<file path="src/rtl/algo_1r1w_refresh_sched_if.sv">
// Request/grant/refresh bundle between the T1 request logic and the refresh scheduler.
// Optional blk_cnt statistics signal appears when REFSCHED_STATS_EN is defined.
interface algo_1r1w_refresh_sched_if #(
    parameter int BITRBNK = 1,
    parameter int BITRROW = 8
);
    logic               ref_en;
    logic               rd_req;
    logic [BITRBNK-1:0] rd_rbnk;
    logic               wr_req;
    logic [BITRBNK-1:0] wr_rbnk;
    logic               rd_gnt;
    logic               wr_gnt;
    logic               ref_vld;
    logic [BITRBNK-1:0] ref_rbnk;
    logic [BITRROW-1:0] ref_rrow;
    logic               ref_wrap;
    logic               ref_ovf;
`ifdef REFSCHED_STATS_EN
    logic [15:0]        blk_cnt;
`endif

    modport master (
        output ref_en, rd_req, rd_rbnk, wr_req, wr_rbnk,
        input  rd_gnt, wr_gnt, ref_vld, ref_rbnk, ref_rrow, ref_wrap, ref_ovf
`ifdef REFSCHED_STATS_EN
        , input blk_cnt
`endif
    );

    modport slave (
        input  ref_en, rd_req, rd_rbnk, wr_req, wr_rbnk,
        output rd_gnt, wr_gnt, ref_vld, ref_rbnk, ref_rrow, ref_wrap, ref_ovf
`ifdef REFSCHED_STATS_EN
        , output blk_cnt
`endif
    );
endinterface

</file>
<file path="src/rtl/algo_1r1w_refresh_sched.sv">
// Refresh slot generator and refresh/access arbiter for the refreshable T1 banks.
// Define REFSCHED_STATS_EN to add the saturating blk_cnt count of grants suppressed by forced refresh.
module algo_1r1w_refresh_sched #(
    parameter int NUMRBNK  = 2,
    parameter int BITRBNK  = 1,
    parameter int NUMRROW  = 256,
    parameter int BITRROW  = 8,
    parameter int REFFREQ  = 6,
    parameter int REFFRHF  = 0,
    parameter int MAXDEFER = 3
) (
    input  logic                         clk,
    input  logic                         rst,
    algo_1r1w_refresh_sched_if.slave     bus
);
    typedef enum logic [1:0] {IDLE = 2'd0, RUN = 2'd1, FORCE = 2'd2} state_t;

    localparam logic [BITRBNK-1:0] LAST_BNK = BITRBNK'(NUMRBNK - 1);
    localparam logic [BITRROW-1:0] LAST_ROW = BITRROW'(NUMRROW - 1);
    localparam logic [8:0]         FREQ     = 9'(REFFREQ);
    localparam logic               HALF     = (REFFRHF != 0);
    localparam logic [8:0]         MAXD     = 9'(MAXDEFER);

    state_t             state_r, state_nxt_s;
    logic [8:0]         cnt_r, period_s, age_inc_s;
    logic               phase_r;
    logic [1:0]         pend_r;
    logic [7:0]         age_r;
    logic [BITRBNK-1:0] rbnk_r;
    logic [BITRROW-1:0] rrow_r;
    logic               ovf_r;
    logic               tick_s, rd_conf_s, wr_conf_s, issue_s, defer_s, force_s, wrap_s;

    // Period selection, tick detection and same-bank conflict detection.
    always_comb begin
        period_s  = FREQ + {8'd0, HALF & phase_r};
        tick_s    = bus.ref_en && (cnt_r == (period_s - 9'd1));
        rd_conf_s = bus.rd_req && (bus.rd_rbnk == rbnk_r);
        wr_conf_s = bus.wr_req && (bus.wr_rbnk == rbnk_r);
        age_inc_s = {1'b0, age_r} + 9'd1;
    end

    // Scheduler next-state and issue/defer/force decisions.
    always_comb begin
        state_nxt_s = state_r;
        issue_s     = 1'b0;
        defer_s     = 1'b0;
        force_s     = 1'b0;
        case (state_r)
            IDLE: begin
                if (bus.ref_en) state_nxt_s = RUN;
                else            state_nxt_s = IDLE;
            end
            RUN: begin
                if (!bus.ref_en) begin
                    state_nxt_s = IDLE;
                end else if (pend_r != 2'd0) begin
                    if (!(rd_conf_s || wr_conf_s)) begin
                        issue_s     = 1'b1;
                        state_nxt_s = RUN;
                    end else begin
                        defer_s = 1'b1;
                        // Age about to hit the bound: the next pending cycle wins unconditionally.
                        if (age_inc_s >= MAXD) state_nxt_s = FORCE;
                        else                   state_nxt_s = RUN;
                    end
                end else begin
                    state_nxt_s = RUN;
                end
            end
            FORCE: begin
                if (!bus.ref_en) begin
                    state_nxt_s = IDLE;
                end else begin
                    force_s     = 1'b1;
                    issue_s     = (pend_r != 2'd0);
                    state_nxt_s = RUN;
                end
            end
            default: state_nxt_s = IDLE;
        endcase
        wrap_s = issue_s && (rbnk_r == LAST_BNK) && (rrow_r == LAST_ROW);
    end

    assign bus.rd_gnt   = bus.rd_req && !(force_s && rd_conf_s);
    assign bus.wr_gnt   = bus.wr_req && !(force_s && wr_conf_s);
    assign bus.ref_vld  = issue_s;
    assign bus.ref_wrap = wrap_s;
    assign bus.ref_rbnk = rbnk_r;
    assign bus.ref_rrow = rrow_r;
    assign bus.ref_ovf  = ovf_r;

    // Scheduler state register.
    always_ff @(posedge clk or posedge rst) begin
        if (rst) state_r <= IDLE;
        else     state_r <= state_nxt_s;
    end

    // Refresh period counter; phase alternates the half-cycle period.
    always_ff @(posedge clk or posedge rst) begin
        if (rst) begin
            cnt_r   <= 9'd0;
            phase_r <= 1'b0;
        end else if (!bus.ref_en) begin
            cnt_r   <= 9'd0;
        end else if (tick_s) begin
            cnt_r   <= 9'd0;
            phase_r <= ~phase_r;
        end else begin
            cnt_r   <= cnt_r + 9'd1;
        end
    end

    // Pending refresh count, saturating at 2, with sticky overflow on a lost tick.
    always_ff @(posedge clk or posedge rst) begin
        if (rst) begin
            pend_r <= 2'd0;
            ovf_r  <= 1'b0;
        end else begin
            case ({tick_s, issue_s})
                2'b10: begin
                    if (pend_r == 2'd2) ovf_r  <= 1'b1;
                    else                pend_r <= pend_r + 2'd1;
                end
                2'b01:   pend_r <= pend_r - 2'd1;
                default: pend_r <= pend_r;
            endcase
        end
    end

    // Deferral age of the oldest pending refresh.
    always_ff @(posedge clk or posedge rst) begin
        if (rst)                         age_r <= 8'd0;
        else if (!bus.ref_en || issue_s) age_r <= 8'd0;
        else if (defer_s)                age_r <= age_inc_s[7:0];
        else                             age_r <= age_r;
    end

    // Refresh address walk: bank fastest, row advances on bank wrap.
    always_ff @(posedge clk or posedge rst) begin
        if (rst) begin
            rbnk_r <= '0;
            rrow_r <= '0;
        end else if (issue_s) begin
            if (rbnk_r == LAST_BNK) begin
                rbnk_r <= '0;
                rrow_r <= (rrow_r == LAST_ROW) ? '0 : rrow_r + BITRROW'(1);
            end else begin
                rbnk_r <= rbnk_r + BITRBNK'(1);
            end
        end else begin
            rbnk_r <= rbnk_r;
        end
    end

`ifdef REFSCHED_STATS_EN
    logic [15:0] blk_cnt_r;
    logic [1:0]  blk_inc_s;
    logic [16:0] blk_sum_s;

    // Number of grants suppressed this cycle by a forced refresh.
    always_comb begin
        blk_inc_s = {1'b0, force_s && rd_conf_s} + {1'b0, force_s && wr_conf_s};
        blk_sum_s = {1'b0, blk_cnt_r} + {15'd0, blk_inc_s};
    end

    // Saturating blocked-grant counter.
    always_ff @(posedge clk or posedge rst) begin
        if (rst)                blk_cnt_r <= 16'd0;
        else if (blk_sum_s[16]) blk_cnt_r <= 16'hFFFF;
        else                    blk_cnt_r <= blk_sum_s[15:0];
    end

    assign bus.blk_cnt = blk_cnt_r;
`endif
endmodule

</file>
<file path="src/flat_wrapper.sv">
// flat-port wrapper written by rule: the top's interface ports become plain ports
module algo_1r1w_refresh_sched_flat 
#(
    parameter int NUMRBNK  = 2,
    parameter int BITRBNK  = 1,
    parameter int NUMRROW  = 256,
    parameter int BITRROW  = 8,
    parameter int REFFREQ  = 6,
    parameter int REFFRHF  = 0,
    parameter int MAXDEFER = 3
)
  (clk, rst, bus_ref_en, bus_rd_req, bus_rd_rbnk, bus_wr_req, bus_wr_rbnk, bus_rd_gnt, bus_wr_gnt, bus_ref_vld, bus_ref_rbnk, bus_ref_rrow, bus_ref_wrap, bus_ref_ovf);
  algo_1r1w_refresh_sched_if #(.BITRBNK(BITRBNK), .BITRROW(BITRROW)) bus_i ();
  input  logic clk;
  input  logic rst;
  input wire logic [$bits(bus_i.ref_en)-1:0] bus_ref_en;
  input wire logic [$bits(bus_i.rd_req)-1:0] bus_rd_req;
  input wire logic [$bits(bus_i.rd_rbnk)-1:0] bus_rd_rbnk;
  input wire logic [$bits(bus_i.wr_req)-1:0] bus_wr_req;
  input wire logic [$bits(bus_i.wr_rbnk)-1:0] bus_wr_rbnk;
  output wire logic [$bits(bus_i.rd_gnt)-1:0] bus_rd_gnt;
  output wire logic [$bits(bus_i.wr_gnt)-1:0] bus_wr_gnt;
  output wire logic [$bits(bus_i.ref_vld)-1:0] bus_ref_vld;
  output wire logic [$bits(bus_i.ref_rbnk)-1:0] bus_ref_rbnk;
  output wire logic [$bits(bus_i.ref_rrow)-1:0] bus_ref_rrow;
  output wire logic [$bits(bus_i.ref_wrap)-1:0] bus_ref_wrap;
  output wire logic [$bits(bus_i.ref_ovf)-1:0] bus_ref_ovf;
  assign bus_i.ref_en = bus_ref_en;
  assign bus_i.rd_req = bus_rd_req;
  assign bus_i.rd_rbnk = bus_rd_rbnk;
  assign bus_i.wr_req = bus_wr_req;
  assign bus_i.wr_rbnk = bus_wr_rbnk;
  assign bus_rd_gnt = bus_i.rd_gnt;
  assign bus_wr_gnt = bus_i.wr_gnt;
  assign bus_ref_vld = bus_i.ref_vld;
  assign bus_ref_rbnk = bus_i.ref_rbnk;
  assign bus_ref_rrow = bus_i.ref_rrow;
  assign bus_ref_wrap = bus_i.ref_wrap;
  assign bus_ref_ovf = bus_i.ref_ovf;
  algo_1r1w_refresh_sched #(.NUMRBNK(NUMRBNK), .BITRBNK(BITRBNK), .NUMRROW(NUMRROW), .BITRROW(BITRROW), .REFFREQ(REFFREQ), .REFFRHF(REFFRHF), .MAXDEFER(MAXDEFER)) u_core (.clk(clk), .rst(rst), .bus(bus_i));
endmodule
</file>
<file path="config.mk">
export PLATFORM = sky130hd
export DESIGN_NAME = algo_1r1w_refresh_sched_flat
export DESIGN_NICKNAME = d
export VERILOG_FILES = /design/src/rtl/algo_1r1w_refresh_sched_if.sv /design/src/rtl/algo_1r1w_refresh_sched.sv /design/src/flat_wrapper.sv
export SDC_FILE = /design/constraint.sdc
export NUM_CORES = 1
export LEC_CHECK = 0
export CAP_MARGIN = 20
export CORE_MARGIN = 2
export CORE_UTILIZATION = 50
export CTS_BUF_LIST = sky130_fd_sc_hd__clkbuf_8
export CTS_CLUSTER_SIZE = 30
export DETAILED_ROUTE_END_ITERATION = 8
export PLACE_DENSITY = 0.8
export SETUP_SLACK_MARGIN = 0.2
export SYNTH_ARGS = -nofsm -noshare
export SYNTH_HDL_FRONTEND = slang
export SYNTH_SLANG_ARGS = --single-unit
</file>
<file path="constraint.sdc">
create_clock -name clk -period 1.7 [get_ports clk]
set_input_delay 0.255 -clock clk [delete_from_list [all_inputs] [get_ports clk]]
set_output_delay 0.255 -clock clk [all_outputs]
set_load 0.005 [all_outputs]
</file>
==> metrics.md, run 1 <==
| Metric | Value |
|---|---|
| CTS Buf Count | 5 |
| Number of I/O pins | 21 |
| Worst path depth | 8 |
| Detailed-route via count | 1975 |
| Final #Nets | between 200 and 300 |
| ANT cells | 0 |
| Ys flop type | dfrtp_1 |
| GP Congestion | 0.847 |
| Sequential element share of the synthesized area | 43.2% |
| Fin worst setup slack | -0.305 ns |
| Peak supply drop | 0.589 mV |
| Worst path bufs/invs | 3 |
| Largest net degree at the start of global routing | 32 |
| Max Cap Violations | 0 |
| Max FO, Critical Path | 4 |
| Syn-to-layout area delta | 65.7% |
| Element type at the critical path start | flop |
| Width of the die | 63.9 um |
| Post-layout min period | 2.01 ns |
| Synth async-reset ratio | 100% |
| Met2 wire length | 3670 um |
| Delay-heaviest family, CP | flip-flops |
| Seq cells post-synth | 31 |
| Worst path required time | around 1.9 ns |
| Count of final setup violators | 24 |
| Worst skew pair latency | 0.30 ns |
| Worst Reg-to-Reg Cells | 8 |
| Port buffer count | 20 |
| Most common cell after layout, fill and taps aside | buf_4 |
| H-tree depth | 2 |
| Share of layout cells above drive strength 1 | 48.0% |
| Slew HR | about 73% |
| Final Util | 87.9% |
| Synth Cell Area | between 1500 and 2000 um2 |
| Top achievable clock speed | 499 MHz |
| Commonest non-fill, non-tap cells in the layout | 38 x buf_4, 26 x nor2_1, 26 x dfrtp_1, 22 x buf_6, 13 x xor2_1 |
| Worst Hold Class | in2async |
| Tot Pwr | 2850 uW |
| Critical Path End Type | flop |
| WL per Instance | 24.0 um |
| Delay of the slowest critical-path stage | about 0.43 ns |
| Gate Count Post-Synth | 185 |
| Root buffer cell | clkbuf_8 |
| TritonRoute pass-1 iters | 5 |
| Final WL | roughly 7600 um |
| Initial Utilization | 53.0% |
| Worst-path clk slew | ~0.080 ns |
| Power per Cell Area | 956 nW/um2 |
| RSZ-0062 raised after global routing | true |
| Status | complete, but fails checks |
| Wl on met1 | 2800 um |
| CTS Sinks | 31 |
| # DRC | 0 |
| First-pass GRT wire length | 9600 um |
| Kind of critical path | reg2reg |
| Final hold violations | 0 |
| Die ar. | 4090 um2 |
| Fillers | 149 |
| Clock Path Buffers | 2 |
| Final Cycle Share | 118% |
| Synth cell types | 43 |
| Skew final | 0.0170 ns |
| Failing checks | setup timing |
| DP HPWL | just over 3000 um |
| Setup TNS | -4.49 ns |
| Row cnt | 21 |
| Metal3 WL | 586 um |
| DRT iter0 DRCs | 184 |
| CTS tree | done |
| Synthesized Nets | 200 |
| Final ANT Viol Nets | 0 |
| Max layer used | met4 |
| Vias in the first global route | 1913 |
| Syn Area/Cell | 9.71 um2 |
| Total Routing Usage GR | 31.5% |
| Crit-path cells | ha_4, nor3b_4, nand3_4, buf_6, buf_4, buf_6, o31ai_4, o31ai_4 |
| Final Max Slew Viols | 0 |
| Initial antenna violation count | 0 |
| Vias/cell | 6.27 |
| Yosys top cell by area | dfrtp_1 |
| Ys Warns | 0 |
| Leading cell types by total area after synthesis | dfrtp_1 43%, xor2_1 6.8%, nor2_1 5.8% |
| Flop-to-flop setup slack | -0.31 ns |
| Die Span Y | approximately 64 um |
| CP max stage cell | dfrtp_1 |
| Synth top area share | 43.2% |
| Worst slew pin tran | 0.408 ns |
| Number of synthesized flops with an enable pin | 0 |
| Core ar. | 3390 um2 |
| CP arrival | 2.17 ns |
| Overflow left after global routing | 0 |
| CTS Hold Buffers Added | 0 |
| Static leakage power | about 0.0014 uW |
-- per-layer routing --
layer / vias up / track usage, %
met1: 942 / 36.8
met5: - / 0
met2: 152 / 53.5
li1: 827 / -
met3: 54 / 8.10
met4: 0 / 14.9
-- Yosys cell counts (3+ instances only) --
library cell  count
a31oi_1           3
and2_1            3
and3_1            3
dfrtp_1          31
ha_1              8
inv_1             9
nand2_1          13
nand3_1           6
nand4_1           5
nor2_1           28
nor3_1            4
nor3b_1           3
o2111ai_1         3
o21ai_0          10
o31ai_1           4
xnor2_1           6
xor2_1           14
-- worst min-delay path, cell delays in order --
cell and delay, ns:
clkdlybuf4s50_1 0.39, inv_1 0.05, buf_4 0.36
-- final timing paths --
path                                    start                endpoint
max reg2reg                 u_core.state_r[1]  u_core.bus.ref_rrow[7]
min in group clk           u_core.bus.ref_ovf      u_core.bus.ref_ovf
max                         u_core.state_r[1]  u_core.bus.ref_rrow[7]
min                                       rst         u_core.age_r[1]
min reg2reg                u_core.bus.ref_ovf      u_core.bus.ref_ovf
max in group asynchronous                 rst         u_core.age_r[5]
-- kinds of logic after synthesis --
| family | Yosys count | synth area share [%] |
|---|---|---|
| xor+xnor | 20 | 9.75 |
| simple gates | 78 | 22.6 |
| fa+ha+maj | 8 | 5.57 |
| compound gates | 34 | 14.5 |
| mux | 2 | 1.25 |
| buf+inv | 12 | 3.13 |
| flops | 31 | 43.2 |
-- what timing repair did --
| action | CTS | global route |
|---|---|---|
| gates cloned | 0 | 0 |
| pin swaps | 18 | 21 |
| endpoints found under the setup margin | 40 | 38 |
| endpoints found under the hold margin | 0 | 0 |
| setup buffers | 18 | 9 |
| resized for setup | 74 | 35 |
-- registers in the layout, indices dropped and copies added, names as in the netlist --
register,flops
u_core.cnt_r,9
u_core.age_r,8
u_core.bus.ref_rrow,8
u_core.pend_r,2
u_core.state_r,2
u_core.bus.ref_ovf,1
u_core.bus.ref_rbnk,1
-- report_power, final --
part | switching (uW) | internal, uW
logic | 634 | 656
registers | 76.8 | 814
clock network | 302 | 364
-- through the flow --
stage	cell area, um2	hold slack, ns	setup slack, ns	cells
3_5_place_dp	2350	0.474	-0.474	280
6_report	2980	0.329	-0.305	315
3_3_place_gp	2350	0.459	-0.457	280
2_1_floorplan	1880	0.359	-0.0174	185
4_1_cts	2750	0.351	-0.205	306
5_1_grt	2980	0.384	-0.353	315
-- cell type report --
| class | count | area (um2) | share of cell area, % |
|---|---|---|---|
| tap | 46 | 57.6 | 1.93 |
| clock inverter | 1 | 3.75 | 0.126 |
| inverter | 9 | 36.3 | 1.22 |
| timing repair buffer | 79 | 696 | 23.4 |
| clock buffer | 7 | 96.3 | 3.24 |
| multi-input combinational | 142 | 1310 | 43.9 |
| sequential | 31 | 782 | 26.3 |
(Power assumes the default switching activity.)
==> run 2, diff against run 1 <==
- SKIP_CTS_REPAIR_TIMING: not set -> 1
==> run 2 against run 1 <==
The flow still finishes with violations (setup timing). Fmax rose by 2.8%. Via count fell by 9.9%. Clock skew down 0.0082 ns. Non-clock buffer count down 14. Sequential share of layout area rose by 1.8 points. Total power down 8.8%. Worst hold slack gained 0.013 ns. Critical endpoint is now u_core.pend_r[1]. Largest cell class unchanged.
==> metrics.md, run 2 (synthesized netlist as in run 1, its figures left out) <==
| Metric | Value |
|---|---|
| Overflow left after global routing | 0 |
| Total Routing Usage GR | 23.1% |
| Worst path required time | between 1.5 and 2 ns |
| Core ar. | approximately 3400 um2 |
| Dpl cell area | 2350 um2 |
| Worst Hold Class | in2async |
| FF/Latch Area | ~780 um2 |
| Min Hold Slack | 0.342 ns |
| CTS Sinks | 31 |
| Critical Path End Type | flop |
| H-tree depth | 2 |
| Dpl cells | 280 |
| Final Cycle Share | 115% |
| Max Cap Violations | 0 |
| Comb pwr share | 40.6% |
| Worst-path clk slew | 0.07 ns |
| Power per Cell Area | 929 nW/um2 |
| Count of final setup violators | 20 |
| # DRC | 0 |
| Metal3 WL | 306 um |
| Setup WS pre-CTS | -0.474 ns |
| Slew HR | 73.2% |
| Max layer used | met4 |
| Final hold violations | 0 |
| Fillers | 160 |
| Largest net degree at the start of global routing | 32 |
| Most common cell after layout, fill and taps aside | buf_4 |
| Root buffer cell | clkbuf_8 |
| Clk pwr share | 24.9% |
| Biggest register | u_core.cnt_r |
| Met2 wire length | 3130 um |
| Element type at the critical path start | flop |
| Initial antenna violation count | 0 |
| Max FO, Critical Path | 5 |
| TritonRoute pass-1 iters | 4 |
| CP arrival | 2.12 ns |
| CTS tree | done |
| Sw Share | about 34% |
| Static leakage power | 0.00138 uW |
| Failing checks | setup timing |
| Final #Nets | ~270 |
| Detailed-route via count | roughly 1.8k |
| Die Span Y | 63.9 um |
| Crit-path cells | ha_4, nor3b_4, nand3_4, buf_4, buf_6, and3_4, a221oi_2 |
| Fin worst setup slack | -0.250 ns |
| Share of layout cells above drive strength 1 | 42.4% |
| CP max stage cell | dfrtp_1 |
| RSZ-0062 raised after global routing | true |
| Max reg flops | 9 |
| Final ANT Viol Nets | 0 |
| Post-layout min period | 1.95 ns |
| Power share of the sequential group | 34.5% |
| Worst skew pair latency | 0.29 ns |
| Top achievable clock speed | 513 MHz |
| Setup TNS | -2.44 ns |
| Row cnt | 21 |
| Delay of the slowest critical-path stage | 0.42 ns |
| Final Cell Area | between 2000 and 3000 um2 |
| Skew final | roughly 0.0087 ns |
| Area of the multi-input gates | around 1200 um2 |
| GP Congestion | 0.847 |
| Final Non-Filler Cells | 301 |
| DRT iter0 DRCs | 164 |
| Wl on met1 | about 2300 um |
| Final Max Slew Viols | 0 |
| Psw | roughly 880 uW |
| Syn-to-layout area delta | 55.6% |
| Width of the die | 63.9 um |
| Port buffer count | 20 |
| Internal | 1720 uW |
| Number of I/O pins | 21 |
| Die ar. | approximately 4100 um2 |
| Worst slew pin tran | 0.401 ns |
| Final WL | 6020 um |
| Initial Utilization | approximately 53% |
| Commonest non-fill, non-tap cells in the layout | 36 x buf_4, 26 x nor2_1, 25 x dfrtp_1, 14 x xor2_1, 10 x dlymetal6s2s_1 |
| DP HPWL | 3070 um |
| Clock Path Buffers | 2 |
| Vias/cell | 5.91 |
| CTS Buf Count | 5 |
| Peak supply drop | just over 0.8 mV |
| Kind of critical path | reg2reg |
| Vias in the first global route | 1587 |
| WL per Instance | 20.0 um |
| ANT cells | 0 |
| First-pass GRT wire length | around 7300 um |
| Status | complete, but fails checks |
[run 2: cell types whose count changed in the layout (fill, tap and decap cells not counted), sizes merged]
cell	delta
dlygate4sd2	-8
clkbuf	+4
dlymetal6s2s	+9
buf	-19
[run 2: area by class of cell]
cell class | count | area share [%]
clock buffer | 7 | 3.45
clock inverter | 1 | 0.134
inverter | 9 | 1.21
multi-input combinational | 142 | 44.5
sequential | 31 | 28.0
tap | 46 | 2.06
timing repair buffer | 65 | 20.6
[run 2: critical path: cells and delay by family, from the launching register on]
family	cells	cell delay, ns
simple gates	3	0.54
flops	1	0.42
compound gates	1	0.33
buf+inv	2	0.28
fa+ha+maj	1	0.27
[run 2: power groups by stage]
stage | combinational, uW | clock, uW | sequential (uW)
after floorplan | 385 | 0 | 914
after global placement | 755 | 0 | 894
after detailed placement | 788 | 0 | 900
after CTS | 796 | 643 | 887
after global routing | 1120 | 685 | 900
final | 1050 | 647 | 896
[run 2: worst paths after layout]
path,cells past startpoint,slack (ns),startpoint,to
worst min register to register,1,0.49,u_core.bus.ref_ovf,u_core.bus.ref_ovf
worst max register to register,7,-0.25,u_core.state_r[1],u_core.pend_r[1]
worst min-delay path,3,0.34,rst,u_core.cnt_r[7]
min in group clk,1,0.49,u_core.bus.ref_ovf,u_core.bus.ref_ovf
max in group asynchronous,3,1.04,rst,u_core.age_r[5]
worst max-delay path,7,-0.25,u_core.state_r[1],u_core.pend_r[1]
[run 2: per-stage QoR]
stage	power (uW)	utilization, %
2_1_floorplan	1300	-
3_3_place_gp	1650	69.2
3_5_place_dp	1690	69.2
4_1_cts	2330	72.2
5_1_grt	2710	82.5
6_report	2600	82.5
[run 2: layer usage]
metal | vias to the layer above | GRT usage, %
li1 | 796 | -
met1 | 883 | 29.2
met2 | 77 | 37.5
met3 | 23 | 5.63
met4 | 0 | 10.1
met5 | - | 0
==> run 3, diff against run 2 <==
- ABC_CLOCK_PERIOD_IN_PS: not set -> 1700
- CELL_PAD_IN_SITES_DETAIL_PLACEMENT: not set -> 1
- CELL_PAD_IN_SITES_GLOBAL_PLACEMENT: not set -> 1
- CORE_UTILIZATION: 50 -> 46
- DONT_BUFFER_PORTS: not set -> 1
- PLACE_DENSITY: 0.8 -> 0.83
==> run 3 against run 2 <==
The run still ends with setup timing left. First-iteration DRC count decreased by 58%. Core utilization decreased by 15 points. Via count decreased by 7.8%. Fmax increased by 3.8%. Routed wire length decreased by 5.5%. Worst hold slack got worse by 0.17 ns. Worst setup slack improved by 0.071 ns. Non-clock buffer count decreased by 26. Clock-buffer cell count decreased by 2. Clock skew increased by 0.0085 ns. Design area decreased by 11%. Critical endpoint is now bus_ref_vld.
==> metrics.md, run 3 (synthesized netlist as in run 1, its figures left out) <==
| Metric | Value |
|---|---|
| Number of I/O pins | 21 |
| Share of layout cells above drive strength 1 | about two fifths |
| Die Span Y | 66.5 um |
| Worst Reg-to-Reg Cells | 6 |
| Final ANT Viol Nets | 0 |
| Status | complete, but fails checks |
| Syn-to-layout area delta | 39.1% |
| Row cnt | 22 |
| Final Max Slew Viols | 0 |
| Skew final | 0.0172 ns |
| Commonest non-fill, non-tap cells in the layout | 33 x buf_4, 27 x dfrtp_1, 25 x nor2_1, 13 x xor2_1, 9 x nand2_1 |
| Root buffer cell | clkbuf_8 |
| Kind of critical path | reg2out |
| Core ar. | 3720 um2 |
| Max Cap Violations | 0 |
| Count of final setup violators | 20 |
| Max FO, Critical Path | 5 |
| Final hold violations | 0 |
| Vias/cell | 5.92 |
| Critical Path End Type | output pin |
| Overflow left after global routing | 0 |
| WL per Instance | 20.5 um |
| Largest net degree at the start of global routing | 32 |
| Worst slew pin tran | 0.390 ns |
| Final #Nets | 243 |
| Initial antenna violation count | 0 |
| # DRC | 0 |
| Initial Utilization | 48.4% |
| Final Cycle Share | 111% |
| H-tree depth | 2 |
| Power per Cell Area | roughly 910 nW/um2 |
| Vias in the first global route | 1629 |
| CTS tree | done |
| RSZ-0062 raised after global routing | true |
| Top achievable clock speed | 532 MHz |
| Width of the die | around 66 um |
| Static leakage power | roughly 0.0011 uW |
| CP arrival | approximately 1.6 ns |
| Final Util | 67.2% |
| Port buffer count | 0 |
| Element type at the critical path start | flop |
| First-pass GRT wire length | 7420 um |
| Detailed-route via count | 1641 |
| Fin worst setup slack | -0.180 ns |
| CTS Sinks | 31 |
| Most common cell after layout, fill and taps aside | buf_4 |
| Setup TNS | -1.60 ns |
| TritonRoute pass-1 iters | 5 |
| DP HPWL | 3300 um |
| Worst path required time | 1.44 ns |
| DRT iter0 DRCs | 69 |
| Final WL | 5690 um |
| Total Routing Usage GR | 22.1% |
| Die ar. | 4420 um2 |
| CTS Buf Count | 5 |
| Worst-path clk slew | around 0.060 ns |
| Clock Path Buffers | 2 |
| Failing checks | setup timing |
| Biggest register | u_core.cnt_r |
| Max reg flops | 9 |
| Post-layout min period | 1.88 ns |
| ANT cells | 0 |
| Peak supply drop | 0.714 mV |
| WHS Path Cells | 2 |
| Worst skew pair latency | 0.28 ns |
| GP Congestion | 0.835 |
| Worst Hold Class | in2reg |
| Slew HR | 74.0% |
-- run 3: cell types whose count changed in the layout (fill, tap and decap cells not counted), sizes merged --
cell           delta
dlymetal6s2s     -10
buf               -7
clkbuf            -6
clkdlybuf4s50     -6
clkinv            +1
clkinvlp          +1
dlygate4sd3       +1
-- run 3: worst paths after layout --
path / startpoint / to / slack [ns]
setup reg to reg: u_core.age_r[0] / u_core.state_r[1] / -0.12
setup / recovery: u_core.state_r[0] / bus_ref_vld / -0.18
max in group asynchronous: rst / u_core.age_r[1] / 0.88
hold / removal: bus_ref_en / u_core.cnt_r[0] / 0.17
min in group asynchronous: rst / u_core.bus.ref_rrow[1] / 0.50
hold reg to reg: u_core.bus.ref_rrow[6] / u_core.bus.ref_rrow[6] / 0.53
-- run 3: critical path: stages, from the launching register on --
cell     delay, ns
dfrtp_1       0.39
inv_2         0.07
ha_4          0.17
or3b_4        0.41
nand3_4       0.14
inv_4         0.05
buf_6         0.13
-- run 3: per-layer routing --
layer / part of all wire [%] / track usage [%]
met5: 0 / 0
met4: 1.4 / 7.40
met3: 3.7 / 5.24
met2: 56 / 39.0
met1: 39 / 26.3
-- run 3: stage by stage --
step / hold slack (ns) / std cells / power [uW] / instance area (um2) / setup WS [ns]
floorplan: 0.359 / 185 / 1300 / 1880 / -0.0174
CTS: -0.0421 / 262 / 2090 / 2170 / -0.202
finish: 0.174 / 277 / 2280 / 2500 / -0.180
global placement: 0.248 / 254 / 1480 / 2090 / -0.0387
global route: 0.174 / 277 / 2390 / 2500 / -0.239
detailed placement: 0.254 / 254 / 1540 / 2090 / -0.125
-- run 3: where the power goes --
part	total [uW]	switching (uW)	internal, uW
sequential	942	125	816
combinational	776	400	376
clock	565	285	280
-- run 3: final cells by class --
| class | count | area [um2] |
|---|---|---|
| Clock buffer | 5 | 68.8 |
| Multi-Input combinational cell | 142 | 1220 |
| Inverter | 9 | 36.3 |
| Tap cell | 48 | 60.1 |
| Clock inverter | 3 | 16.3 |
| Fill cell | 396 | 1220 |
| Timing Repair Buffer | 39 | 314 |
| Sequential cell | 31 | 781 |
